<file path="src/rtl/gpc1415_pkg.sv">
// gpc1415_pkg -- shared column geometry, FSM states and reference sum for gpc1415_5 checkers.
// Revision 1.0
`default_nettype none

package gpc1415_pkg;

  localparam int SRC0_W  = 5;
  localparam int SRC1_W  = 1;
  localparam int SRC2_W  = 4;
  localparam int SRC3_W  = 1;
  localparam int W0      = 1;
  localparam int W1      = 2;
  localparam int W2      = 4;
  localparam int W3      = 8;
  localparam int MAX_SUM = 31;
  localparam int SUM_W   = 5;

  typedef enum logic [1:0] {
    ST_ACCUM = 2'd0,
    ST_DRAIN = 2'd1,
    ST_HOLD  = 2'd2
  } state_e;

  function automatic logic [SUM_W-1:0] weighted_sum(
    input logic [SRC0_W-1:0] s0,
    input logic [SRC1_W-1:0] s1,
    input logic [SRC2_W-1:0] s2,
    input logic [SRC3_W-1:0] s3
  );
    logic [SUM_W-1:0] p0;
    logic [SUM_W-1:0] p2;
    p0 = '0;
    p2 = '0;
    for (int i = 0; i < SRC0_W; i++) p0 = p0 + SUM_W'(s0[i]);
    for (int i = 0; i < SRC2_W; i++) p2 = p2 + SUM_W'(s2[i]);
    return p0 * SUM_W'(W0) + SUM_W'(s1) * SUM_W'(W1) + p2 * SUM_W'(W2) + SUM_W'(s3) * SUM_W'(W3);
  endfunction

endpackage

`default_nettype wire

</file>
<file path="src/rtl/gpc1415_refsum.sv">
// gpc1415_refsum -- combinational reference column sum for one gpc1415_5 input vector.
// Revision 1.0
`default_nettype none

module gpc1415_refsum
  import gpc1415_pkg::*;
(
  input  logic [SRC0_W-1:0] src0_i,
  input  logic [SRC1_W-1:0] src1_i,
  input  logic [SRC2_W-1:0] src2_i,
  input  logic [SRC3_W-1:0] src3_i,
  output logic [SUM_W-1:0]  ref_sum_o
);

  assign ref_sum_o = weighted_sum(src0_i, src1_i, src2_i, src3_i);

endmodule

`default_nettype wire

</file>
<file path="config.mk">
export PLATFORM = sky130hd
export DESIGN_NAME = gpc1415_refsum
export DESIGN_NICKNAME = d
export VERILOG_FILES = /design/src/rtl/gpc1415_pkg.sv /design/src/rtl/gpc1415_refsum.sv
export SDC_FILE = /design/constraint.sdc
export NUM_CORES = 1
export LEC_CHECK = 0
export ABC_CLOCK_PERIOD_IN_PS = 2850
export BUFFER_PORTS_ARGS = -buffer_cell sky130_fd_sc_hd__buf_2
export CAP_MARGIN = 20
export CORE_AREA = 4 4 41 43
export DETAILED_ROUTE_END_ITERATION = 8
export DIE_AREA = 0 0 45 47
export PLACE_DENSITY = 0.33
export SETUP_SLACK_MARGIN = 0.5
export SYNTH_ARGS = -nofsm -noshare
export SYNTH_HDL_FRONTEND = slang
export SYNTH_SLANG_ARGS = --single-unit
</file>
<file path="constraint.sdc">
create_clock -name vclk -period 2.85
set_clock_uncertainty 0.2 [all_clocks]
set_input_delay 0.4275 -clock vclk [all_inputs]
set_output_delay 0.4275 -clock vclk [all_outputs]
set_load 0.02 [all_outputs]
</file>
==> results by group <==
Run status
  – Outcome: complete, no violations

Placement
  – PortBufs: 16
  – Gp weighted congestion: approximately 0.66
  – Detailed Place HPWL: between 400 and 500 µm
  – Placed cell area: between 300 and 400 µm²
  – Dpl ws: between 0.05 and 0.06 ns

Min path
  – Hold wc startpoint: src1_i
  – WHS Endpoint: ref_sum_o[1]
  – Hold depth: 3
  – Hold WC Path Type: in -> out

Timing
  – Fin Hold WS: ~1.1 ns
  – Slew Limit Fails: 0
  – Fmax: roughly 370 MHz
  – Rel. slew slack: between 90% and 100%
  – Fin crit period: roughly 2.7 ns
  – Tcrit/Tclk final: 96.0%
  – Fin Setup TNS: 0 ns
  – Final setup violation count: 0
  – Worst Tran Pin Value: 0.131 ns
  – Final Hold Vio Count: 0
  – Final worst slack: between 0.1 and 0.15 ns
  – Unrepaired setup endpoints after global routing: yes

Global routing
  – Global-route wire length before repair: approximately 760 µm
  – Vias in the first global route: between 150 and 200
  – Largest net degree at the start of global routing: 4
  – Grt ovf: 0
  – Total global-route track usage: 4.43%
  – Antenna violations before repair: 0

Die
  – Effective utilization at floorplan: between 10% and 20%
  – Total core area: 1300 µm²
  – DIE WIDTH: 45 µm
  – IO Count: 16
  – Die area: approximately 2100 µm²
  – FP Rows: 13
  – Die Y: 47 µm

Route
  – Starting DRC count in detailed routing: 0
  – WL/cell: about 8.3 µm
  – Vias per cell: between 3 and 4
  – Via count: approximately 180
  – Routed WL: 408 µm
  – DRT Pass-1 Iters: 1
  – Residual DRC: 0
  – Final ANT Viol Nets: 0

Logic synthesis
  – YS warnings: 0
  – Synthesized Nets: 36
  – Area leader, netlist: fa_1
  – Yosys top cell area share: 52.6%
  – Mean Syn Cell Area: between 10 and 15 µm²
  – Gate Count Post-Synth: 18
  – Sequential element share of the synthesized area: 0%
  – Cell Area, Synth: between 150 and 200 µm²
  – Yosys cell types: 8
  – Synth top area cells: fa_1 (53%), ha_1 (13%), inv_1 (9.9%), xnor2_1 (9.2%), o21ai_2 (4.6%)

Final layout
  – Clkbuf count: 0
  – Seq cells: 0
  – Register Area: 0 µm²
  – Area occupied by multi-input gates: roughly 190 µm²
  – Share of post-route cells with drive strength above 1: approximately 74%
  – Synthesis-to-layout area growth: 79.6%
  – Final #Nets: 54
  – Cell area after layout: approximately 340 µm²
  – Inserted Diodes: 0
  – Final core utilization: 26.3%
  – Number of fill cells: approximately 150

Pwr
  – Flop pwr share: 0%
  – Internal: 0.0686 mW
  – PwrDens: ~400 nW/µm²
  – Pleak: between 0.15 and 0.2 nW
  – Combinational share of power: 100.0%
  – Net Sw Frac: between 40% and 50%
  – Worst VDD drop: 153 µV
  – Switching pwr: about 0.068 mW
  – Clock network fraction of design power: 0%

Worst setup path
  – Critical path class: in -> out
  – Critical path fanouts, max: 2
  – Worst Setup End Kind: primary output
  – Worst setup SP type: input port
  – Worst Path Arrival: ~2.1 ns
  – Data required, critical path: about 2.2 ns

Flow run
  – Max-cap viol count: 0
==> worst max-delay path, cell delays in order <==
cell,delay [ns]
buf_6,0.09
fa_1,0.54
inv_2,0.04
fa_2,0.35
inv_2,0.06
fa_2,0.21
nand3_2,0.10
xnor2_2,0.13
buf_4,0.15
==> logic make-up after synthesis <==
| family | after synthesis | share of synthesized area (%) |
|---|---|---|
| buffers and inverters | 5 | 9.87 |
| adders and majority gates | 7 | 65.8 |
| and+or+nand+nor | 2 | 5.92 |
| xor gates and xnor gates | 3 | 13.8 |
| AOI/OAI and AO/OA | 1 | 4.61 |
==> area by class of cell <==
cell class         count  area share (%)
inverters              5            5.49
repair buffers        16            33.0
multi-input cells     13            56.0
well taps             15            5.49
==> cell usage after synthesis <==
| master | instances |
|---|---|
| xor2_1 | 1 |
| ha_1 | 2 |
| nor2b_1 | 1 |
| o21ai_2 | 1 |
| inv_1 | 5 |
| nand3_1 | 1 |
| fa_1 | 5 |
| xnor2_1 | 2 |
==> cell usage in the layout (no fill, tap or decap) <==
cell type	synthesis	layout
nor2b_1	1	1
xor2_1	1	1
fa_1	5	3
inv_2	0	3
buf_4	0	3
buf_2	0	9
buf_6	0	4
o21ai_2	1	1
nand3_2	0	1
ha_1	2	1
fa_2	0	2
inv_1	5	2
xnor2_1	2	1
ha_2	0	1
xnor2_2	0	1
==> metal layers <==
| metal | global-route usage (%) | vias up | part of all wire (%) |
|---|---|---|---|
| met5 | 0 | - | 0 |
| met4 | 0 | 0 | 0 |
| met3 | 1.15 | 0 | 18 |
| li1 | - | 86 | - |
| met2 | 8.47 | 13 | 46 |
| met1 | 5.25 | 82 | 36 |
==> per-stage QoR <==
stage,power [mW],instances
detailed placement,0.113,49
global route,0.149,49
finish,0.137,49
CTS,0.138,49
floorplan,0.0790,18
global placement,0.112,49
==> worst max path at each step <==
stage | start | end | slack [ns]
after floorplan | src2_i[0] | ref_sum_o[4] | 0.24
after global placement | src2_i[0] | ref_sum_o[4] | 0.06
after detailed placement | src0_i[0] | ref_sum_o[4] | 0.06
after CTS | src2_i[0] | ref_sum_o[4] | 0.08
after global routing | src0_i[0] | ref_sum_o[4] | 0.03
final | src0_i[0] | ref_sum_o[4] | 0.11
==> what timing repair did <==
| item | in CTS | in global routing |
|---|---|---|
| setup endpoints to repair | 5 | 5 |
| setup buffers | 0 | 0 |
| hold buffers | 0 | 0 |
| gates resized for setup | 10 | 3 |
| pin swaps | 1 | 1 |
==> power groups by stage <==
stage               clock network (mW)  logic (mW)  registers [mW]
detailed placement                   0       0.113               0
finish                               0       0.137               0
floorplan                            0      0.0790               0
CTS                                  0       0.138               0
global route                         0       0.149               0
global placement                     0       0.112               0
Note: power is estimated with default switching activity, not from simulation.
